File: config.mk
export PLATFORM = sky130hd
export DESIGN_NAME = jtag_tdr_bank
export DESIGN_NICKNAME = d
export VERILOG_FILES = /design/src/rtl/jtag_tdr_pkg.sv /design/src/rtl/jtag_tdr_cell.sv /design/src/rtl/jtag_tdr_bank.sv
export SDC_FILE = /design/constraint.sdc
export NUM_CORES = 1
export LEC_CHECK = 0
export CORE_ASPECT_RATIO = 1.1
export CORE_MARGIN = 2
export CORE_UTILIZATION = 55
export DETAILED_ROUTE_END_ITERATION = 6
export PLACE_DENSITY = 0.81
export SKIP_CTS_REPAIR_TIMING = 1
export SLEW_MARGIN = 40
export SYNTH_ARGS = -nofsm -noshare
export SYNTH_HDL_FRONTEND = slang
export SYNTH_SLANG_ARGS = --single-unit
File: constraint.sdc
create_clock -name TCK -period 5.3 [get_ports TCK]
set_clock_uncertainty 0.15 [all_clocks]
set_input_delay 1.59 -clock TCK [delete_from_list [all_inputs] [get_ports TCK]]
set_output_delay 1.59 -clock TCK [all_outputs]
set_load 0.02 [all_outputs]
File: src/rtl/jtag_tdr_pkg.sv
// -----------------------------------------------------------------------------
// jtag_tdr_pkg
// Shared definitions for the JTAG test data register bank.
//   - tdr_cnt_w()      : width of a channel's shift-length counter
//   - TDR_SEL_BYPASS   : all-ones select pattern used to mean "bypass"
//   - tdr_cmd_e        : decoded TAP command after Capture > Shift > Update
//                        priority resolution
// -----------------------------------------------------------------------------
package jtag_tdr_pkg;

    // The counter must hold 0 .. dr_len+1 (one past full length marks overshift).
    function automatic int tdr_cnt_w(input int dr_len);
        return $clog2(dr_len + 2);
    endfunction

    // Wide all-ones pattern; the bank slices it down to its select width.
    localparam logic [31:0] TDR_SEL_BYPASS = '1;

    typedef enum logic [1:0] {
        CMD_NONE    = 2'd0,
        CMD_CAPTURE = 2'd1,
        CMD_SHIFT   = 2'd2,
        CMD_UPDATE  = 2'd3
    } tdr_cmd_e;

endpackage : jtag_tdr_pkg

File: src/rtl/jtag_tdr_cell.sv
// -----------------------------------------------------------------------------
// jtag_tdr_cell
// One JTAG data register channel: shift register, shift-length counter,
// update (shadow) register, one-cycle update strobe and length-error flag.
// State only moves when en is high; the strobe self-clears every cycle.
//
// Ports:
//   TCK         in   test clock, rising edge
//   TRST_N      in   asynchronous active-low reset
//   en          in   this channel is the selected one
//   cmd         in   priority-resolved command
//   tdi         in   serial data in
//   cap_data    in   value loaded into the shift register on capture
//   so          out  serial out (shift register MSB)
//   dr_out      out  update register contents
//   upd_strobe  out  high for the cycle after an update on this channel
//   len_err     out  last update saw a shift count other than DR_Length
// -----------------------------------------------------------------------------
module jtag_tdr_cell
    import jtag_tdr_pkg::*;
#(
    parameter int                   DR_Length = 5,
    parameter logic [DR_Length-1:0] UPD_RST   = '0
) (
    input  logic                 TCK,
    input  logic                 TRST_N,
    input  logic                 en,
    input  tdr_cmd_e             cmd,
    input  logic                 tdi,
    input  logic [DR_Length-1:0] cap_data,
    output logic                 so,
    output logic [DR_Length-1:0] dr_out,
    output logic                 upd_strobe,
    output logic                 len_err
);

    localparam int               CNT_W    = tdr_cnt_w(DR_Length);
    localparam logic [CNT_W-1:0] CNT_FULL = CNT_W'(DR_Length);
    localparam logic [CNT_W-1:0] CNT_MAX  = CNT_W'(DR_Length + 1);

    // Saturating increment: once past full length the exact overshoot is irrelevant.
    function automatic logic [CNT_W-1:0] sat_inc(input logic [CNT_W-1:0] c);
        return (c >= CNT_MAX) ? CNT_MAX : c + CNT_W'(1);
    endfunction

    logic [DR_Length-1:0] sr;
    logic [CNT_W-1:0]     cnt;

    always_ff @(posedge TCK or negedge TRST_N) begin
        if (!TRST_N) begin
            sr         <= '0;
            cnt        <= '0;
            dr_out     <= UPD_RST;
            upd_strobe <= 1'b0;
            len_err    <= 1'b0;
        end else begin
            upd_strobe <= 1'b0;
            if (en) begin
                case (cmd)
                    CMD_CAPTURE: begin
                        sr      <= cap_data;
                        cnt     <= '0;
                        len_err <= 1'b0;
                    end
                    CMD_SHIFT: begin
                        sr  <= {sr[DR_Length-2:0], tdi};
                        cnt <= sat_inc(cnt);
                    end
                    CMD_UPDATE: begin
                        dr_out     <= sr;
                        upd_strobe <= 1'b1;
                        len_err    <= (cnt != CNT_FULL);
                    end
                    default: ;
                endcase
            end
        end
    end

    assign so = sr[DR_Length-1];

endmodule : jtag_tdr_cell

File: src/rtl/jtag_tdr_bank.sv
// -----------------------------------------------------------------------------
// jtag_tdr_bank
// NUM_TDR JTAG test data registers sharing one TDI/TDO path, plus a 1-bit
// bypass register. tdr_sel values 0..NUM_TDR-1 pick a channel, anything else
// picks bypass. Command priority is Capture > Shift > Update.
//
// Build option:
//   JTAG_TDR_PARALLEL_CAPTURE_EN  defined   : capture loads the channel's DR_IN slice
//                                 undefined : capture loads all-ones, DR_IN unused
//
// Ports:
//   TCK, TRST_N     test clock / asynchronous active-low reset
//   TDI, TDO        serial in / combinational serial out
//   Capture_DR, Shift_DR, Update_DR   TAP commands
//   tdr_sel         channel select (SEL_W bits)
//   DR_IN           parallel capture data, channel i at [i*DR_Length +: DR_Length]
//   DR_OUT          update register contents, same packing
//   upd_strobe      per-channel one-cycle pulse after update
//   len_err         per-channel shift-length error flag
// -----------------------------------------------------------------------------
module jtag_tdr_bank
    import jtag_tdr_pkg::*;
#(
    parameter int                   DR_Length = 5,
    parameter int                   NUM_TDR   = 4,
    parameter int                   SEL_W     = 3,
    parameter logic [DR_Length-1:0] UPD_RST   = '0
) (
    input  logic                           TCK,
    input  logic                           TRST_N,
    input  logic                           TDI,
    input  logic                           Capture_DR,
    input  logic                           Shift_DR,
    input  logic                           Update_DR,
    input  logic [SEL_W-1:0]               tdr_sel,
    input  logic [NUM_TDR*DR_Length-1:0]   DR_IN,
    output logic                           TDO,
    output logic [NUM_TDR*DR_Length-1:0]   DR_OUT,
    output logic [NUM_TDR-1:0]             upd_strobe,
    output logic [NUM_TDR-1:0]             len_err
);

    generate
        if (DR_Length < 2)
            $error("jtag_tdr_bank: DR_Length must be >= 2");
        if (NUM_TDR < 1)
            $error("jtag_tdr_bank: NUM_TDR must be >= 1");
        if ((2 ** SEL_W) <= NUM_TDR)
            $error("jtag_tdr_bank: SEL_W too small to address bypass");
    endgenerate

    localparam logic [SEL_W-1:0] SEL_BYP = TDR_SEL_BYPASS[SEL_W-1:0];

    tdr_cmd_e           cmd;
    logic [SEL_W-1:0]   sel_norm;
    logic               byp_sel;
    logic [NUM_TDR-1:0] chan_en;
    logic [NUM_TDR-1:0] chan_so;
    logic               byp_q;

    always_comb begin
        cmd = CMD_NONE;
        if (Capture_DR)
            cmd = CMD_CAPTURE;
        else if (Shift_DR)
            cmd = CMD_SHIFT;
        else if (Update_DR)
            cmd = CMD_UPDATE;
    end

    // Every out-of-range select folds onto the all-ones pattern, which can
    // never be a channel index because 2**SEL_W > NUM_TDR.
    always_comb begin
        sel_norm = SEL_BYP;
        if (32'(tdr_sel) < NUM_TDR)
            sel_norm = tdr_sel;
    end

    assign byp_sel = (sel_norm == SEL_BYP);

    genvar g;
    generate
        for (g = 0; g < NUM_TDR; g++) begin : g_cell
            logic [DR_Length-1:0] cap_data;

`ifdef JTAG_TDR_PARALLEL_CAPTURE_EN
            assign cap_data = DR_IN[g*DR_Length +: DR_Length];
`else
            assign cap_data = '1;
`endif

            assign chan_en[g] = (sel_norm == SEL_W'(g));

            jtag_tdr_cell #(
                .DR_Length (DR_Length),
                .UPD_RST   (UPD_RST)
            ) u_cell (
                .TCK        (TCK),
                .TRST_N     (TRST_N),
                .en         (chan_en[g]),
                .cmd        (cmd),
                .tdi        (TDI),
                .cap_data   (cap_data),
                .so         (chan_so[g]),
                .dr_out     (DR_OUT[g*DR_Length +: DR_Length]),
                .upd_strobe (upd_strobe[g]),
                .len_err    (len_err[g])
            );
        end
    endgenerate

`ifndef JTAG_TDR_PARALLEL_CAPTURE_EN
    // Parallel data is intentionally ignored in the all-ones capture build.
    logic dr_in_unused;
    assign dr_in_unused = ^DR_IN;
`endif

    // Bypass: capture clears, shift samples TDI, update is a no-op.
    always_ff @(posedge TCK or negedge TRST_N) begin
        if (!TRST_N) begin
            byp_q <= 1'b0;
        end else if (byp_sel) begin
            if (cmd == CMD_CAPTURE)
                byp_q <= 1'b0;
            else if (cmd == CMD_SHIFT)
                byp_q <= TDI;
        end
    end

    always_comb begin
        TDO = byp_q;
        for (int i = 0; i < NUM_TDR; i++) begin
            if (sel_norm == SEL_W'(i))
                TDO = chan_so[i];
        end
    end

endmodule : jtag_tdr_bank

Word-level counts from Yosys, hierarchy flattened
Index checks and enable logic that the tools add are counted.
Storage, ports and cells
  register bits after elaboration: 61
  latch bits: 0
  memory bits (writable): 0
  bits in read-only memories: 0
  input bits: 29
  output and inout bits: 29
  word-level logic and storage cells: 88
  memories: 0
Cells by class
  $add $sub $neg: 4
  multiply operators: 0
  div/mod/pow operators: 0
  $lt $le $gt $ge: 5
  eq/ne operators: 11
  shift operators: 0
  multiplexer cells: 31
  bitwise logic cells: 0
  reduce and logical (&&, ||, !) cells: 16
Operators by type and width (number)
  $pmux 5 s2: 4
  $reduce_and 2->1: 13
  $pmux 3 s2: 4
  $mux 3: 5
  $add 3x1->3 const B: 4
  $ge 3x3->1 const B: 4
  $ne 3x3->1 const B: 4
  $mux 1: 11
  $pmux 1 s2: 4
  $eq 3x2->1 const B: 2
  $mux 2: 3
  $eq 2x2->1 const B: 2
  $reduce_bool 2->1: 2
  $eq 3x1->1 const B: 1
  $eq 3x3->1 const B: 1
  $logic_not 3->1: 1
  $lt 3x3->1 const B: 1
  $eq 2x1->1 const B: 1

Longest topological paths before layout
Gate-level depths: netlist (run 1).
  word-level depth: 7
  depth in mapped cells: 9
  mapped depth without buffers: 7

Cells and area by module
From an unflattened synthesis (run 1), not the netlist that was laid out.
Second synthesis, totals
  cell total of the unflattened synthesis: 283
  area, all modules: 3109.2 um^2
Modules (own cells, without submodules)
  jtag_tdr_cell: instances 4, cells each 65, area each 735.7 um^2, seq. area each 375.4 um^2
  jtag_tdr_bank: instances 1, cells each 23, area each 166.4 um^2, seq. area each 25.0 um^2

Least setup slack after synthesis (run 1)
OpenSTA, ideal clock, no wires.
  path kind: input-to-output
  start point: input port tdr_sel[1]
  end point: output port TDO
  arrival time: 2.365 ns
  required time: 3.560 ns
  path slack: 1.195 ns
  stages: 4
  buffers on the path: 1
  cells stage by stage: buf_2 > mux2_2 > nand2_1 > nand3_1
Between the ends
  cells in the longest elaborated chain, start to end: 7
Ends and longest elaborated chain
  start, declared: line jtag_tdr_bank.sv:35  | input logic [SEL_W-1:0] tdr_sel,
  $lt 3x3->1: line jtag_tdr_bank.sv:75  | if (32'(tdr_sel) < NUM_TDR)
  $mux 3 *: line jtag_tdr_bank.sv:75
  $logic_not 3->1: line jtag_tdr_bank.sv:133  | if (sel_norm == SEL_W'(i))
  $mux 1 (3 in series): line jtag_tdr_bank.sv:133
  $mux 1 *: line jtag_tdr_bank.sv:133
  end, declared: line jtag_tdr_bank.sv:37  | output logic TDO,
Every way passes the cells marked *; elsewhere a longest branch is shown, timed or not.

Worst setup path in the final report (run 1)
Ends and elaborated chain as after synthesis.

==> results of run 1 <==
[registers in the layout, indices dropped and copies added (netlist names)]
register / count
g_cell.u_cell.len_err: 4
byp_q: 1
g_cell.u_cell.dr_out: 20
g_cell.u_cell.cnt: 12
g_cell.u_cell.sr: 20
g_cell.u_cell.upd_strobe: 4
[cells by family after synthesis]
family                     after synthesis  synth area share [%]
muxes                                   25                  9.94
adders and majority gates               12                  5.30
DFF                                     61                  53.9
buffers and inverters                   46                  7.64
and+or+nand+nor                         43                  9.76
AOI/OAI and AO/OA                       66                  13.5
[layer usage]
metal,vias to the layer above,GRT usage [%],wire [um]
li1,932,-,-
met1,963,25.5,2370
met2,53,32.0,2460
met3,12,6.47,283
met4,0,8.89,108
met5,-,0,0
[power breakdown]
group	total [uW]	switching [uW]	internal [uW]	leakage, uW
registers	667	77.1	590	0.000726
clock network	335	164	171	0.0000836
logic	423	213	210	0.000687
total	1420	454	971	0.00150
[worst reg2reg max path, stage by stage (launching register included)]
cell     delay [ns]
dfrtp_1        0.37
inv_1          0.08
ha_1           0.27
inv_1          0.04
o21ai_0        0.17
a22oi_1        0.11
[cell type report]
class	count	share of cell area, %
clock buffers	10	4.10
clock inverters	3	0.447
inverters	26	2.91
multi-input cells	146	32.7
flip-flops and latches	61	45.5
well taps	58	2.16
repair buffers	43	12.2
[cell usage after synthesis (2+ instances only)]
cell / instances
clkbuf_1: 3
mux2_2: 9
ha_1: 12
and3_1: 3
buf_4: 9
dfrtp_1: 61
nor2_1: 11
nand3_1: 2
nand4_1: 2
o211ai_1: 4
o22ai_1: 2
nand2_1: 13
o21ai_1: 2
o21ai_0: 31
a31oi_1: 5
a21boi_0: 5
a21oi_1: 11
mux2_1: 16
buf_2: 8
inv_1: 26
[stage by stage]
stage	power, uW	cell area, um2	setup slack (ns)	hold slack (ns)	utilization (%)
final	1420	3360	0.237	0.332	67.2
after global routing	1510	3360	0.125	0.350	67.2
after CTS	1440	3350	0.268	0.337	67.0
after detailed placement	1100	3200	0.277	0.324	63.9
after global placement	1080	3200	0.313	0.316	63.9
after floorplan	903	2830	1.19	0.314	-
[path summary, 6_finish.rpt]
| path | from | to | slack (ns) | cells past startpoint |
|---|---|---|---|---|
| max in group asynchronous | TRST_N | g_cell[3].u_cell.cnt[1] | 3.04 | 2 |
| setup reg to reg | g_cell[3].u_cell.cnt[0] | g_cell[3].u_cell.cnt[1] | 3.97 | 5 |
| min in group asynchronous | TRST_N | g_cell[0].u_cell.upd_strobe | 1.10 | 1 |
| hold reg to reg | g_cell[0].u_cell.dr_out[2] | g_cell[0].u_cell.dr_out[2] | 0.33 | 1 |
| setup / recovery | tdr_sel[1] | TDO | 0.24 | 5 |
| hold / removal | g_cell[0].u_cell.dr_out[2] | g_cell[0].u_cell.dr_out[2] | 0.33 | 1 |
==> summary.md, run 1 <==
| Metric | Value |
|---|---|
| Die Wd | `72.4 um` |
| ANT cells | `0` |
| 1st-iter DRT viols | `151` |
| Drt wl/cell | `15.0 um` |
| Max Freq | `197 MHz` |
| Fin crit period | `5.06 ns` |
| CP cell instances | `clkdlybuf4s50_1 > mux2_2 > nand2_1 > nand3_1 > clkdlybuf4s50_1` |
| Synthesis-stage register bit count | `61` |
| Gpl congestion | `0.735` |
| Crit share post-route | `95.5%` |
| Initial DRT Pass Iterations | `4` |
| Placed Instances | `334` |
| Yosys warns | `0` |
| First-pass GRT wire length | `8710 um` |
| Post-synth ARST share | `100%` |
| Max incr delay on CP | `0.64 ns` |
| Die height | `79.3 um` |
| Post-synth EDFFs | `0` |
| Number of filler cells placed in the layout | `398` |
| Critical path capture point type | `output pin` |
| Multi-input gate area | `1100 um2` |
| Post-DR vias/cell | `5.65` |
| Mapped Nets | `294` |
| Average cell area after synthesis | `11.2 um2` |
| Dominant synthesized flop cell | `dfrtp_1` |
| MaxCap Viol Count | `0` |
| Routed wire length | `5220 um` |
| Relative slew slack | `52.2%` |
| Mapped Area | `2830 um2` |
| Congestion Overflow GR | `0` |
| Final Max Slew Viols | `0` |
| Post-DP HPWL | `3500 um` |
| WP data required | `3.56 ns` |
| Biggest area consumer among synthesized cells | `dfrtp_1` |
| Slowest stage cell, crit path | `clkdlybuf4s50_1` |
| Number of global-route vias before repair | `1,827` |
| Sequential area share after synthesis | `53.9%` |
| TritonCTS clock tree | `yes` |
| # rows | `27` |
| Total die area | `5740 um2` |
| Buf/Inv on CP | `2` |
| Synth area leaders | `dfrtp_1 (54%), mux2_1 (6.4%), o21ai_0 (5.5%), ha_1 (5.3%), mux2_2 (3.6%)` |
| Fin Setup TNS | `0 ns` |
| Clock root buffer | `clkbuf_8` |
| Worst Tran Pin Value | `0.712 ns` |
| Final setup viols | `0` |
| Startpoint Class | `input pin` |
| Core area | `5000 um2` |
| Vias post-DR | `1,960` |
| Fin. Hold Viols | `0` |
| Final Non-Filler Cells | `347` |
| Number of CTS-inserted buffers | `9` |
| PD cells | `424 nW/um2` |
| Status | `completed` |
| Port Buffer Count | `37` |
| Remaining DRCs | `0` |
| Post-synth cell types | `38` |
| ANT nets after route | `0` |
| RSZ-0062 raised after global routing | `false` |
| Ratio of cells with drive above 1 in the final layout | `13.1%` |
| CTS H-Tree Depth | `3` |
| Storage cell area | `1530 um2` |
| Crit path arrival time | `3.32 ns` |
| Starting Density | `56.7%` |
| P_leak | `0.00150 uW` |
| Nets | `328` |
| Area grow syn2layout | `18.6%` |
| Worst IR Drop VDD | `0.260 mV` |
| Initial antenna violation count | `0` |
| CP Class | `input pin to output pin` |
| Worst-Skew Late Latency | `0.34 ns` |
| Pin count of the biggest net entering global routing | `36` |
| Crit path max fanout | `5` |
| Synth Instances | `253` |
| Commonest non-fill, non-tap cell in the layout | `dfrtp_1` |
| CTS Buffer Depth | `2` |
| Area share of the largest cell type after synthesis | `53.9%` |
| Worst hold path class | `register to register` |
| # IOs | `58` |
| Crit-path most repeated cell | `clkdlybuf4s50_1` |
| Worst-path clk slew | `0.06 ns` |
| GRT Resource Usage Total | `20.3%` |
| Commonest cells after routing, fill and taps aside | `dfrtp_1 (61), clkdlybuf4s50_1 (36), o21ai_0 (31)` |
| CP top delay family | `buffers and inverters` |
| Clock sinks | `61` |
(Power assumes the default switching activity.)
==> run 2: changes to the inputs <==
- CAP_MARGIN: not set -> 20
- DONT_BUFFER_PORTS: not set -> 1
- PLACE_DENSITY: 0.81 -> 0.66
- RECOVER_POWER: not set -> 50
==> run 2 against run 1 <==
  * Critical endpoint unchanged
  * Global-route usage decreased by 1.2 points
  * Count of clock-buffer cells in the layout increased by 4
  * Largest cell class unchanged
  * Sequential power increased by 14%
  * Routed wire length decreased by 7.5%
  * First-iteration DRC count decreased by 24%
  * Critical path depth decreased by 2
  * Final cell count decreased by 12%
==> summary.md, run 2 (same netlist as run 1, synthesis figures left out) <==
| Metric | Value |
|---|---|
| Worst-path clk slew | `0.06 ns (about the same)` |
| Routed wire length | `4830 um (-7.5%)` |
| Ratio of cells with drive above 1 in the final layout | `12.5% (-0.65 points)` |
| Initial antenna violation count | `0 (unchanged)` |
| Nets | `285 (-13%)` |
| Worst hold path class | `register to register` |
| Number of filler cells placed in the layout | `409 (+2.8%)` |
| Remaining DRCs | `0 (unchanged)` |
| Drt wl/cell | `15.8 um (+4.9%)` |
| Startpoint Class | `input pin` |
| Relative slew slack | `52.6% (+0.38 points)` |
| Area grow syn2layout | `4.95%` |
| Status | `completed` |
| Commonest cells after routing, fill and taps aside | `dfrtp_1 (61), o21ai_0 (31), inv_1 (26)` |
| # rows | `27 (unchanged)` |
| Fin crit period | `3.92 ns (-1.14 ns)` |
| ANT cells | `0 (unchanged)` |
| ANT nets after route | `0 (unchanged)` |
| Die Wd | `72.4 um (unchanged)` |
| GRT Resource Usage Total | `19.1% (-1.2 points)` |
| TritonCTS clock tree | `yes` |
| CP Class | `input pin to output pin` |
| Die height | `79.3 um (unchanged)` |
| CTS Buffer Depth | `2 (unchanged)` |
| MaxCap Viol Count | `0 (unchanged)` |
| Worst Tran Pin Value | `0.706 ns (-0.00572 ns)` |
| Number of global-route vias before repair | `1,702 (-6.8%)` |
| Commonest non-fill, non-tap cell in the layout | `dfrtp_1` |
| Fin Setup TNS | `0 ns (unchanged)` |
| PD cells | `438 nW/um2 (+3.1%)` |
| Critical path capture point type | `output pin` |
| RSZ-0062 raised after global routing | `false` |
| Congestion Overflow GR | `0 (unchanged)` |
| Worst IR Drop VDD | `0.210 mV (-19%)` |
| Clk pwr share | `28.3% (+4.8 points)` |
| Fin. Hold Viols | `0 (unchanged)` |
| Worst-Skew Late Latency | `0.33 ns (about the same)` |
| Core area | `5000 um2 (unchanged)` |
| Crit path max fanout | `12 (+7)` |
| Port Buffer Count | `0 (-100%)` |
| Post-DP HPWL | `3180 um (-8.9%)` |
| 1st-iter DRT viols | `115 (-24%)` |
| Final setup viols | `0 (unchanged)` |
| Final Max Slew Viols | `0 (unchanged)` |
| CTS H-Tree Depth | `3 (unchanged)` |
| Switching Share | `32.2% (+0.29 points)` |
| Clock root buffer | `clkbuf_8` |
| WP data required | `3.56 ns (about the same)` |
| Int Power | `882 uW (-9.1%)` |
| Total die area | `5740 um2 (unchanged)` |
| P_leak | `0.00134 uW (-11%)` |
| Clock sinks | `61 (unchanged)` |
| Initial DRT Pass Iterations | `4 (unchanged)` |
| Vias post-DR | `1,749 (-11%)` |
| Crit path arrival time | `2.18 ns (-1.14 ns)` |
| Max Freq | `255 MHz (+29%)` |
| First-pass GRT wire length | `8170 um (-6.2%)` |
| # IOs | `58 (unchanged)` |
| Register share of total power | `58.6% (+12 points)` |
| Gpl congestion | `0.743 (+1.1%)` |
| Top flop regs | `g_cell.u_cell.dr_out: 20 flops, g_cell.u_cell.sr: 20 flops, g_cell.u_cell.cnt: 12 flops` |
| Pin count of the biggest net entering global routing | `62 (+72%)` |
| Switch Pwr | `418 uW (-7.9%)` |
| Number of CTS-inserted buffers | `9 (unchanged)` |
| Crit share post-route | `74.0% (-22 points)` |
| Layout Utilization | `59.5% (-7.7 points)` |
| Logic gate share of total power | `13.1% (-17 points)` |
| Starting Density | `56.7% (unchanged)` |
| Post-DR vias/cell | `5.72 (+1.2%)` |
==> run 2: power by group through the flow <==
stage	Combinational [uW]	Clock [uW]	Sequential, uW
floorplan	168	0	736
global placement	162	0	768
detailed placement	170	0	771
CTS	171	380	764
global route	200	398	780
finish	171	368	762
==> run 2: layout make-up <==
class / count / area, um2 / share of cell area [%]
clock inverters: 1 / 5.00 / 0.168
multi-input cells: 146 / 1100 / 37.0
flip-flops and latches: 61 / 1530 / 51.3
clock buffers: 14 / 173 / 5.81
inverters: 26 / 97.6 / 3.28
well taps: 58 / 72.6 / 2.44
==> run 2: worst paths after layout <==
| path | startpoint | endpoint | slack, ns | depth (start not counted) |
|---|---|---|---|---|
| worst max-delay path | tdr_sel[1] | TDO | 1.38 | 3 |
| worst min-delay path | g_cell[0].u_cell.sr[3] | g_cell[0].u_cell.dr_out[3] | 0.33 | 1 |
| worst max register to register | g_cell[3].u_cell.cnt[0] | g_cell[3].u_cell.cnt[1] | 3.96 | 5 |
| worst min register to register | g_cell[0].u_cell.sr[3] | g_cell[0].u_cell.dr_out[3] | 0.33 | 1 |
| max in group asynchronous | TRST_N | g_cell[2].u_cell.dr_out[3] | 4.11 | 0 |
| min in group asynchronous | TRST_N | g_cell[1].u_cell.len_err | 0.80 | 0 |
==> run 2: per-stage QoR <==
stage | worst slack, ns | instances | area [um2] | total power, uW | hold WS (ns)
after floorplan | 1.19 | 253 | 2830 | 903 | 0.314
after global placement | 1.36 | 291 | 2790 | 929 | 0.326
after detailed placement | 1.36 | 291 | 2790 | 941 | 0.326
after CTS | 1.36 | 306 | 2960 | 1320 | 0.338
after global routing | 1.36 | 306 | 2970 | 1380 | 0.369
final | 1.38 | 306 | 2970 | 1300 | 0.331
==> run 2: routing by layer <==
layer  up-vias  wire [um]  track usage, %
li1        848          -               -
met1       860       2290            25.1
met2        34       2210            28.4
met3         7        242            5.33
met4         0         83            10.6
met5         -          0               0
==> run 2: critical path: stages <==
cell,delay [ns]
mux2_2,0.30
nand2_1,0.08
nand3_1,0.21
==> run 3: changes to the inputs <==
- PLACE_DENSITY: 0.66 -> 0.69
- clock period: 5.3 -> 3.2 ns (I/O delays scaled with it)
==> run 3 against run 2 <==
  * Setup slack lost 0.84 ns
  * Critical path depth did not move
  * Design area increased by 0.34%
  * Die area unchanged
  * Register-to-register slack got worse by 2.1 ns
  * First-iteration DRC count is 6.1% lower
  * Sequential power increased by 65%
  * Routed wire length rose by 1.5%
  * Largest cell class unchanged
  * Highest routed layer unchanged
==> summary.md, run 3 (same netlist as run 1, synthesis figures left out) <==
| Metric | Value |
|---|---|
| Slowest stage cell, crit path | `mux2_2` |
| Vias post-DR | `1,742 (-0.40%)` |
| Drt wl/cell | `15.8 um (-0.16%)` |
| Number of CTS-inserted buffers | `9 (unchanged)` |
| Final hold slack | `0.161 ns (-0.170 ns)` |
| Remaining DRCs | `0 (unchanged)` |
| Worst IR Drop VDD | `0.343 mV (+63%)` |
| Worst Tran Pin Value | `0.417 ns (-0.289 ns)` |
| Worst-Skew Late Latency | `0.34 ns (about the same)` |
| R2r endpoint | `g_cell[3].u_cell.cnt[1]` |
| Number of filler cells placed in the layout | `422 (+3.2%)` |
| RSZ-0062 raised after global routing | `false` |
| Port Buffer Count | `0 (unchanged)` |
| CTS Buffer Depth | `2 (unchanged)` |
| Commonest cells after routing, fill and taps aside | `dfrtp_1 (61), o21ai_0 (31), inv_1 (26)` |
| Initial antenna violation count | `0 (unchanged)` |
| 1st-iter DRT viols | `108 (-6.1%)` |
| Critical path capture point type | `output pin` |
| CTS H-Tree Depth | `3 (unchanged)` |
| Status | `completed` |
| Worst-path clk slew | `0.07 ns (about the same)` |
| Gpl congestion | `0.757 (+1.8%)` |
| PD cells | `711 nW/um2 (+62%)` |
| Crit share post-route | `83.2%` |
| MaxCap Viol Count | `0 (unchanged)` |
| Number of global-route vias before repair | `1,789 (+5.1%)` |
| Fin Setup TNS | `0 ns (unchanged)` |
| Congestion Overflow GR | `0 (unchanged)` |
| Total die area | `5740 um2 (unchanged)` |
| Layout Utilization | `59.7% (+0.20 points)` |
| Relative slew slack | `72.1% (+19 points)` |
| Final setup viols | `0 (unchanged)` |
| Routed wire length | `4900 um (+1.5%)` |
| Crit path arrival time | `1.55 ns (-0.63 ns)` |
| # IOs | `58 (unchanged)` |
| Die height | `79.3 um (unchanged)` |
| P_leak | `0.00135 uW (+0.90%)` |
| Clock sinks | `61 (unchanged)` |
| GRT Resource Usage Total | `19.6% (+0.49 points)` |
| Final Max Slew Viols | `0 (unchanged)` |
| TritonCTS clock tree | `yes` |
| Pin count of the biggest net entering global routing | `62 (unchanged)` |
| Worst r2r src | `g_cell[3].u_cell.cnt[0]` |
| Crit path max fanout | `12 (unchanged)` |
| Reg2Reg Setup Slack | `1.90 ns (-2.06 ns)` |
| Ratio of cells with drive above 1 in the final layout | `13.8% (+1.3 points)` |
| Fin crit period | `2.66 ns` |
| Fin. Hold Viols | `0 (unchanged)` |
| Nets | `290 (+1.8%)` |
| Starting Density | `56.7% (unchanged)` |
| Max Freq | `376 MHz` |
| WP data required | `2.09 ns (-1.47 ns)` |
| First-pass GRT wire length | `8450 um (+3.5%)` |
| # rows | `27 (unchanged)` |
| Worst reg2reg path depth | `5 (unchanged)` |
| Die Wd | `72.4 um (unchanged)` |
| CP Class | `input pin to output pin` |
| Clock root buffer | `clkbuf_8` |
| Commonest non-fill, non-tap cell in the layout | `dfrtp_1` |
| Area grow syn2layout | `5.30%` |
| ANT cells | `0 (unchanged)` |
| CP cell instances | `mux2_2 > nand2_1 > nand3_1` |
| Startpoint Class | `input pin` |
| ANT nets after route | `0 (unchanged)` |
| Post-DP HPWL | `3230 um (+1.5%)` |
| Worst hold path class | `input pin to asynchronous set/reset pin` |
| Max incr delay on CP | `0.31 ns (about the same)` |
| Core area | `5000 um2 (unchanged)` |
| Top flop regs | `g_cell.u_cell.dr_out: 20 flops, g_cell.u_cell.sr: 20 flops, g_cell.u_cell.cnt: 12 flops` |
| Post-DR vias/cell | `5.60 (-2.0%)` |
| Initial DRT Pass Iterations | `4 (unchanged)` |
==> run 3: critical path, delay by kind of cell <==
family	cells	cell delay [ns]
and+or+nand+nor	2	0.28
muxes	1	0.31
==> run 3: layer usage <==
metal	share of wire, %	global-route usage (%)
met1	47	25.4
met2	46	29.5
met3	6.4	7.49
met4	1.5	7.78
met5	0	0
==> run 3: area by class of cell <==
class	instances	area, um2	share of cell area, %
Sequential cell	61	1530	51.2
Multi-Input combinational cell	146	1090	36.5
Clock buffer	13	149	4.99
Inverter	26	97.6	3.27
Tap cell	58	72.6	2.43
Timing Repair Buffer	5	37.5	1.26
Clock inverter	2	10.0	0.336
==> run 3: worst max-delay path by stage <==
stage,to,slack (ns),start,cells past startpoint
finish,TDO,0.54,tdr_sel[1],3
global route,TDO,0.51,tdr_sel[1],3
CTS,TDO,0.52,tdr_sel[1],3
detailed placement,g_cell[1].u_cell.cnt[1],0.36,Update_DR,6
global placement,g_cell[1].u_cell.cnt[1],0.40,Update_DR,6
floorplan,TDO,0.35,tdr_sel[1],4
==> run 3: where the power goes <==
group | switching [uW] | internal, uW
clock | 278 | 296
sequential | 284 | 976
combinational | 138 | 147
==> run 3: metrics by stage <==
step                setup slack [ns]  std cells  power (uW)  instance area (um2)
floorplan                      0.355        253        1500                 2830
global placement               0.401        296        1540                 2820
detailed placement             0.365        296        1560                 2820
CTS                            0.520        311        2140                 2980
global route                   0.506        311        2260                 2980
finish                         0.537        311        2120                 2980
==> RTL change, RTL diff (config.mk and constraints of run 1) <==
Register the output `DR_OUT`, with the module's reset; this adds one clock of latency there. The other outputs are not delayed to match.
--- a/src/rtl/jtag_tdr_bank.sv
+++ b/src/rtl/jtag_tdr_bank.sv
@@ -40,4 +40,6 @@
     output logic [NUM_TDR-1:0]             len_err
 );
+
+    logic [NUM_TDR*DR_Length-1:0] DR_OUT_d;
 
     generate
@@ -103,5 +105,5 @@
                 .cap_data   (cap_data),
                 .so         (chan_so[g]),
-                .dr_out     (DR_OUT[g*DR_Length +: DR_Length]),
+                .dr_out     (DR_OUT_d[g*DR_Length +: DR_Length]),
                 .upd_strobe (upd_strobe[g]),
                 .len_err    (len_err[g])
@@ -136,4 +138,12 @@
     end
 
+    always_ff @(posedge TCK or negedge TRST_N) begin
+        if (!TRST_N) begin
+            DR_OUT <= '0;
+        end else begin
+            DR_OUT <= DR_OUT_d;
+        end
+    end
+
 endmodule : jtag_tdr_bank
 
Behaviour: not the same (Yosys sat finds a counterexample within 4 cycles, from zero or initial values and one cycle with TRST_N low).
==> RTL change against run 1 <==
  * Routed wire length increased by 12%
  * Area after synthesis increased by 18%
  * Sequential power is 35% higher
  * Sequential cell count grew 20
  * Total power up 30%
  * Utilization is 1.1 points higher
  * Setup slack improved by 0.017 ns
  * Synthesized cell count up 7.9%
  * Design area is 18% higher
==> RTL change: results <==
metrics = {
    "run_status": {
        "status": "finished, final reports clean",
    },
    "global_routing": {
        "antenna_found_initial": 0,
        "met3_usage": 0.0505,
        "grt_pass1_wl_mm": 9.79,
        "use_met2": 0.309,
        "grtUsageTotal": 0.197,
        "grt_max_degree": 82,
        "met1_usage": 0.251,
    },
    "power": {
        "peakVddDrop_v": 0.000254,
        "p_sw_uw": 516,
        "p_leak_uw": 0.00177,
    },
    "min_path": {
        "holdPathEnd": "DR_OUT[1]",
        "worstHoldStart": "g_cell[0].u_cell.dr_out[1]",
        "whs_path_depth": 0,
    },
    "logic_synthesis": {
        "synth_area_leaders": "dfrtp_1, mux2_1, o21ai_0",
        "async_reset_ff_frac": 1.00,
        "syn-num-nets": 314,
        "ys_top_cells_by_count": "dfrtp_1, o21ai_0, inv_1, mux2_1, nand2_1",
        "ys_seq_area_frac": 0.608,
        "syn_inst": 273,
    },
    "drt": {
        "vias": 2083,
        "viasPerCell": 5.38,
        "routedWlPerCell_um": 15.2,
        "drt_iter0_markers": 93,
    },
    "setup_path": {
        "cpPeakStageDelay_ns": 0.70,
        "path_delay_family": "buffers and inverters",
        "r2r_setup_slack_ns": 3.89,
        "cp-startpoint": "tdr_sel[2]",
        "endpoint": "TDO",
        "arrival_ns": 3.31,
    },
    "finish": {
        "area_delta_synth_final_pct": 18.9,
        "reg.largest.list": "DR_OUT (20), g_cell.u_cell.dr_out (20), g_cell.u_cell.sr (20)",
        "nets": 348,
        "multi_input_area_share": 0.277,
        "drive_above_1_share": 0.119,
        "ff_latch_area_um2": 2030,
        "bufAreaShareNonClock": 0.103,
        "seq_share": 0.511,
        "num-clock-buffers": 11,
        "nNonClkInverters": 27,
        "fillers": 416,
        "signal_buffers": 42,
        "seq_cell_count": 81,
        "clock_cell_area_share": 0.0584,
    },
    "place": {
        "dpl.hpwl_mm": 3.87,
        "placed_cells": 373,
        "post-place-ws_ns": 0.276,
        "place_area_um2": 3720,
        "gp_congestion": 0.788,
    },
    "timing": {
        "finalCriticalPeriod_ns": 5.05,
        "hold_ws_ns": 0.221,
        "slew_headroom": 0.504,
    },
    "cts": {
        "numCtsBuffers": 9,
        "clk_path_buf_depth": 2,
        "clk_latency_ns": 0.35,
    },
}
RTL change: kinds of logic (layout without fill, tap and decap cells):
kind of cell	after synthesis	after routing	synth area share
buffers and inverters	46	83	0.0649
muxes	25	25	0.0845
and+or+nand+nor	42	42	0.0818
adders and majority gates	12	12	0.0450
DFF	81	81	0.608
AOI/OAI and AO/OA	67	67	0.116
RTL change: power groups by stage:
stage                     clock (uW)  combinational, uW  sequential [uW]
final                            521                431              898
after global routing             561                468              919
after CTS                        533                435              898
after detailed placement           0                432              910
after global placement             0                413              897
after floorplan                    0                168              964
RTL change: worst reg2reg max path: stages, from the launching register on:
cell	delay, ns
dfrtp_1	0.38
inv_1	0.08
ha_1	0.27
inv_1	0.05
o21ai_0	0.23
a22oi_1	0.11
RTL change: per-layer routing:
metal / wire, um / share of wire / up-vias
met2: 2950 / 0.50 / 53
met1: 2550 / 0.44 / 1019
met4: 161 / 0.027 / 0
met3: 201 / 0.034 / 15
li1: - / - / 996
met5: 0 / 0 / -
